--- src/rtl/microcode_sequencer.sv ---
// Instruction timing engine: opcode fetch, length latch, microcode slot walk,
// padding to the exact length, and boundary decisions for halt and interrupt entry.
module microcode_sequencer #(
   parameter int FETCH_CYCLES = 2,
   parameter int SLOT_PITCH   = 2
) (
   input  logic       clk,
   input  logic       reset,
   input  logic       ce,
   output logic       opcode_fetch,
   input  logic [1:0] instr_length,
   output logic       in_irq,
   output logic [2:0] micro_index,
   input  logic [1:0] micro_cycle,
   input  logic       micro_last,
   output logic       reg_fetch_stb,
   output logic       reg_write_stb,
   output logic [3:0] cycle_index,
   output logic       instr_done,
   input  logic       halt_req,
   input  logic       irq_req,
   output logic       irq_ack,
   output logic       halted,
   output logic       seq_error,
   output logic [1:0] dbg_state
);

   typedef enum logic [1:0] {
      ST_RUN  = 2'd0,
      ST_IRQ  = 2'd1,
      ST_HALT = 2'd2
   } state_t;

   localparam logic [4:0] FETCH_W    = 5'(FETCH_CYCLES);
   localparam logic [4:0] PITCH_W    = 5'(SLOT_PITCH);
   localparam logic [3:0] LEN_CYCLE5 = 4'd5;
   localparam logic [3:0] LEN_CYCLE7 = 4'd7;
   localparam logic [3:0] LEN_CYCLE12 = 4'd12;

   state_t     state;
   state_t     state_next;
   logic [3:0] cycle_q;
   logic [3:0] len_q;
   logic [2:0] index_q;
   logic       last_seen;
   logic       error_q;

   logic [4:0] cyc;
   logic [4:0] len;
   logic [4:0] pos;
   logic [4:0] phase;
   logic       active;
   logic       fetch_phase;
   logic       issue;
   logic       data;
   logic       final_data;
   logic       last_now;
   logic       last_cycle;
   logic       live;
   logic [3:0] len_decoded;
   logic       len_bad;

   // Every strobe is qualified by ce: one CPU tick per clk with ce=1, nothing moves otherwise.
   always_comb begin
      cyc         = {1'b0, cycle_q};
      len         = {1'b0, len_q};
      active      = (state != ST_HALT);
      fetch_phase = (cyc < FETCH_W);
      pos         = cyc - FETCH_W;
      phase       = pos % PITCH_W;
      // A slot only issues if its data cycle still fits inside the instruction.
      issue       = active && !fetch_phase && (phase == 5'd0) && ((cyc + PITCH_W) <= len);
      data        = active && !fetch_phase && (phase == (PITCH_W - 5'd1)) && ((cyc + 5'd1) <= len);
      final_data  = data && ((cyc + 5'd1 + PITCH_W) > len);
      last_now    = last_seen || (issue && micro_last);
      last_cycle  = active && (cyc == (len - 5'd1));
      live        = ce && !reset;
      len_bad     = (instr_length == 2'd3);
      case (instr_length)
         2'd1:    len_decoded = LEN_CYCLE7;
         2'd2:    len_decoded = LEN_CYCLE12;
         default: len_decoded = LEN_CYCLE5;
      endcase
   end

   always_ff @(posedge clk) begin
      if (reset) begin
         state     <= ST_RUN;
         cycle_q   <= 4'd0;
         len_q     <= LEN_CYCLE5;
         index_q   <= 3'd0;
         last_seen <= 1'b0;
         error_q   <= 1'b0;
      end else if (ce) begin
         state <= state_next;
         if (last_cycle || (state == ST_HALT)) begin
            cycle_q   <= 4'd0;
            index_q   <= 3'd0;
            last_seen <= 1'b0;
            if (state_next == ST_IRQ) len_q <= LEN_CYCLE12;
         end else begin
            cycle_q <= cycle_q + 4'd1;
            if ((state == ST_RUN) && (cycle_q == 4'd1)) len_q <= len_decoded;
            if (issue && micro_last) last_seen <= 1'b1;
            if (data && !last_now) index_q <= index_q + 3'd1;
         end
         if ((state == ST_RUN) && (cycle_q == 4'd1) && len_bad) error_q <= 1'b1;
         if (final_data && !last_now) error_q <= 1'b1;
      end
   end

   // Interrupt wins over halt at a boundary; halt is left only through an interrupt.
   always_comb begin
      state_next = state;
      case (state)
         ST_RUN, ST_IRQ: begin
            if (last_cycle) begin
               if (irq_req)       state_next = ST_IRQ;
               else if (halt_req) state_next = ST_HALT;
               else               state_next = ST_RUN;
            end
         end
         ST_HALT: begin
            if (irq_req) state_next = ST_IRQ;
         end
         default: state_next = ST_RUN;
      endcase
   end

   always_comb begin
      opcode_fetch  = live && (state == ST_RUN) && (cycle_q == 4'd0);
      irq_ack       = live && (state == ST_IRQ) && (cycle_q == 4'd0);
      reg_fetch_stb = live && issue && !last_seen && (micro_cycle == 2'd1);
      reg_write_stb = live && issue && !last_seen && (micro_cycle == 2'd2);
      instr_done    = live && last_cycle;
      in_irq        = (state == ST_IRQ);
      halted        = (state == ST_HALT);
      cycle_index   = cycle_q;
      micro_index   = index_q;
      seq_error     = error_q;
      dbg_state     = state;
   end

endmodule

--- config.mk ---
export PLATFORM = sky130hd
export DESIGN_NAME = microcode_sequencer
export DESIGN_NICKNAME = d
export VERILOG_FILES = /design/src/rtl/microcode_sequencer.sv
export SDC_FILE = /design/constraint.sdc
export NUM_CORES = 1
export LEC_CHECK = 0
export ABC_CLOCK_PERIOD_IN_PS = 3300
export CAP_MARGIN = 20
export CORE_ASPECT_RATIO = 0.8
export CORE_MARGIN = 2
export CORE_UTILIZATION = 49
export DETAILED_ROUTE_END_ITERATION = 10
export GPL_ROUTABILITY_DRIVEN = 0
export GPL_TIMING_DRIVEN = 1
export PLACE_DENSITY = 0.8
export SYNTH_ARGS = -nofsm -noshare
export SYNTH_HDL_FRONTEND = slang
export SYNTH_SLANG_ARGS = --single-unit
export TNS_END_PERCENT = 100
--- constraint.sdc ---
create_clock -name clk -period 3.3 [get_ports clk]
set_clock_uncertainty 0.15 [all_clocks]
set_input_delay 0.33 -clock clk [delete_from_list [all_inputs] [get_ports clk]]
set_output_delay 0.33 -clock clk [all_outputs]
set_load 0.02 [all_outputs]
==> results_tabular.tex <==
\begin{tabular}{lr}
\hline
Metric & Value \\
\hline
\multicolumn{2}{l}{\textbf{Setup path}} \\
Cell-by-cell trace of the critical path & ha\_1 -> xor2\_1 -> ha\_1 -> a31oi\_1 -> o2111ai\_1 -> nor4\_1 -> clkdlybuf4s50\_1 \\
Critical-path cell with the highest stage delay & clkdlybuf4s50\_1 \\
Maximum cell stage delay along the critical path & 650 ps \\
Crit path required time & 2820 ps \\
Start-to-end type of the worst setup path & flip-flop to output port \\
Buffers \& Inverters on Critical Path & 1 \\
Worst R2R Setup Slack & 690 ps \\
Arrival time reported for the critical path endpoint & 2680 ps \\
Start of the worst register-to-register path & cycle\_index[1] \\
R2r endpoint & seq\_error \\
Largest fanout on the critical path & 8 \\
Most common cell type on the critical path & ha\_1 \\
Type of destination of the critical path & output port \\
Setup crit start kind & flip-flop \\
Cell family with the largest share of critical-path delay & buffers and inverters \\
Number of cells traversed by the worst register-to-register path & 9 \\
\multicolumn{2}{l}{\textbf{Finish}} \\
Fill cell count & 187 \\
Final Util & 67.4\% \\
Count of inserted antenna diode cells & 0 \\
Layout area overhead & 28.3\% \\
Count of non-filler cells in the finished layout & 191 \\
Proportion of layout cells with a drive suffix above 1 & 9.04\% \\
Net count reported at finish & 192 \\
\multicolumn{2}{l}{\textbf{CTS}} \\
Inserted Clock Buffers & 3 \\
Clock root buffer & clkbuf\_4 \\
Clk pin slew, worst setup/hold paths & 90 ps \\
Number of hold buffers added after cts & 0 \\
Clock latency reported for the late side of the worst-skew pair & 290 ps \\
CTS max path bufs & 2 \\
Clock tree from TritonCTS & yes \\
Maximum level of the CTS H-tree & 1 \\
Total clock sinks & 14 \\
\multicolumn{2}{l}{\textbf{Hold path}} \\
Hold Path Class & flip-flop to flip-flop \\
Cell depth of the worst hold path & 2 \\
Beginning of the worst hold path & len\_q[1] \\
End point of the most critical hold path & len\_q[1] \\
\multicolumn{2}{l}{\textbf{Timing}} \\
Slew at the pin closest to its max-slew limit & 579 ps \\
Final worst-path cycle share & 95.7\% \\
Count of endpoints failing setup in the final report & 0 \\
Final number of max-transition violations & 0 \\
Max transition margin & 60.9\% \\
Crit path setup slack, layout & 141 ps \\
Total negative slack & 0 ps \\
Unrepaired setup endpoints after global routing & false \\
Final critical delay including setup and external delays & 3160 ps \\
Hold violation count in the final report & 0 \\
Max frequency & 317 MHz \\
\multicolumn{2}{l}{\textbf{Placement}} \\
Placed instance count & 187 \\
Post-DP HPWL & 2370 um \\
Setup Slack @ Placement & 381 ps \\
PortBufs & 26 \\
\multicolumn{2}{l}{\textbf{Routing}} \\
Via density & 5.98 \\
Per-cell routed wire length & 15.6 um \\
DRC violation count after routing & 0 \\
Final wirelength & 2990 um \\
Total iterations of the first detailed-routing run & 5 \\
Starting DRC count in detailed routing & 66 \\
Vias & 1,142 \\
Count of nets left with antenna violations after detail routing & 0 \\
\multicolumn{2}{l}{\textbf{Synthesis}} \\
Number of unique standard cell types used by synthesis & 41 \\
Post-Synthesis Mean Instance Area & 8.47 sq um \\
Flip-flop and latch count after synthesis & 14 \\
Sequential fraction of the synthesis area & 24.3\% \\
Synthesized netlist cell count & 136 \\
Post-synthesis cell area & 1150 sq um \\
Post-synth net total & 161 \\
Count of yosys warnings during synthesis & 0 \\
Number of enable flip-flop cells after synthesis & 0 \\
Proportion of register bits with asynchronous set or reset after synthesis & 0\% \\
Synth Flop Type & dfxtp\_1 \\
\multicolumn{2}{l}{\textbf{Floorplan}} \\
Site row count & 15 \\
Core box area & 2200 sq um \\
Starting density of the core & 52.5\% \\
Width of the chip & 58.2 um \\
Die area & 2760 sq um \\
I/O pin count & 27 \\
Height of the die & 47.4 um \\
\multicolumn{2}{l}{\textbf{Global route}} \\
Largest net degree at the start of global routing & 14 \\
Number of antenna violations at the first check in global routing & 0 \\
Total track usage & 23.9\% \\
Wire length of the first global-routing pass & 4810 um \\
Global route total overflow & 0 \\
Via count of the first global-routing pass & 1,075 \\
\multicolumn{2}{l}{\textbf{Job}} \\
Max-Cap Viols & 0 \\
\multicolumn{2}{l}{\textbf{Power}} \\
Areal power density over the cells & 340 nW/um\^{}2 \\
Peak supply drop & 0.298 mV \\
Leakage component of the power & 0.629 nW \\
\multicolumn{2}{l}{\textbf{Run status}} \\
Run status & complete, no violations \\
\hline
\end{tabular}
-- metrics by stage --
stage                     power (mW)  instance area, sq um  hold WS [ps]
after floorplan                0.310                  1150           298
after CTS                      0.502                  1480           334
after global routing           0.530                  1480           376
final                          0.503                  1480           327
after global placement         0.363                  1440           314
after detailed placement       0.372                  1440           319
-- layer usage --
| layer | global-route usage [%] | vias to the layer above | share of wire (%) |
|---|---|---|---|
| met5 | 0 | - | 0 |
| met4 | 9.30 | 0 | 1.9 |
| met3 | 4.96 | 8 | 7.4 |
| met2 | 41.1 | 50 | 47 |
| met1 | 30.2 | 528 | 44 |
| li1 | - | 556 | - |
-- how the worst max path moves through the flow --
| stage | start | to | slack (ps) | cells past startpoint |
|---|---|---|---|---|
| detailed placement | cycle_index[1] | reg_write_stb | 380 | 7 |
| global placement | cycle_index[1] | reg_fetch_stb | 480 | 7 |
| global route | cycle_index[1] | reg_fetch_stb | 9 | 7 |
| finish | cycle_index[1] | reg_fetch_stb | 140 | 7 |
| floorplan | cycle_index[1] | reg_fetch_stb | 590 | 6 |
| CTS | cycle_index[1] | reg_write_stb | 40 | 7 |
-- cells by family after synthesis --
logic type / after synthesis / share of synthesized area, %
and+or+nand+nor: 47 / 23.2
DFF: 14 / 24.3
buffers and inverters: 14 / 6.30
xor gates and xnor gates: 10 / 8.25
adders and majority gates: 15 / 16.3
muxes: 2 / 1.74
AOI/OAI and AO/OA: 34 / 19.9
-- cells in the final DEF (no fill, tap or decap), drive strengths merged, types with 6 or more instances in the layout --
| cell | netlist | layout |
|---|---|---|
| xor2 | 6 | 6 |
| nand2 | 8 | 8 |
| o21ai | 6 | 6 |
| inv | 10 | 10 |
| a21oi | 7 | 7 |
| ha | 15 | 15 |
| nand2b | 6 | 6 |
| clkdlybuf4s50 | 0 | 25 |
| dfxtp | 14 | 14 |
| nor2 | 10 | 10 |
-- repair_timing --
item,in CTS,in global routing
resized for setup,0,2
endpoints found under the setup margin,0,2
buffers inserted,0,0
-- worst reg2reg max path, cell delays in order, from the launching register on --
cell and delay (ps):
dfxtp_2 420, ha_1 250, nand2_1 110, xnor2_1 180, ha_1 330, nor2b_1 130, a32oi_1 120, a211oi_2 510
o21ai_1 180, a21oi_1 180
-- Yosys cell counts, types with 2 or more instances --
| cell | instances | area, sq um |
|---|---|---|
| a21o_1 | 3 | 22.5 |
| a21oi_1 | 6 | 30.0 |
| a31oi_1 | 5 | 31.3 |
| buf_2 | 2 | 10.0 |
| dfxtp_1 | 14 | 280 |
| ha_1 | 15 | 188 |
| inv_1 | 10 | 37.5 |
| mux2i_1 | 2 | 20.0 |
| nand2_1 | 8 | 30.0 |
| nand2b_1 | 6 | 37.5 |
| nand3_1 | 5 | 25.0 |
| nand3b_1 | 5 | 37.5 |
| nor2_1 | 10 | 37.5 |
| nor2b_1 | 3 | 18.8 |
| nor4_1 | 3 | 18.8 |
| o21ai_0 | 5 | 25.0 |
| o22ai_1 | 3 | 18.8 |
| xnor2_1 | 3 | 26.3 |
| xor2_1 | 6 | 52.6 |
-- final cells by class --
type / instances / area (sq um) / area share (%)
Sequential cell: 14 / 282 / 19.0
Tap cell: 25 / 31.3 / 2.12
Timing Repair Buffer: 30 / 293 / 19.8
Clock buffer: 4 / 36.3 / 2.45
Inverter: 10 / 37.5 / 2.54
Multi-Input combinational cell: 108 / 800 / 54.1
-- report_power, final --
part	internal, mW	leakage (nW)	total (mW)	switching [mW]
Combinational	0.0830	0.494	0.184	0.101
Sequential	0.178	0.114	0.187	0.00945
Clock	0.0673	0.0210	0.132	0.0649
-- flip-flops by register name (all words and copies together) (netlist names) --
signal	cells
dbg_state	2
seq_error	1
last_seen	1
micro_index	3
cycle_index	4
len_q	3
(Power assumes the default switching activity.)
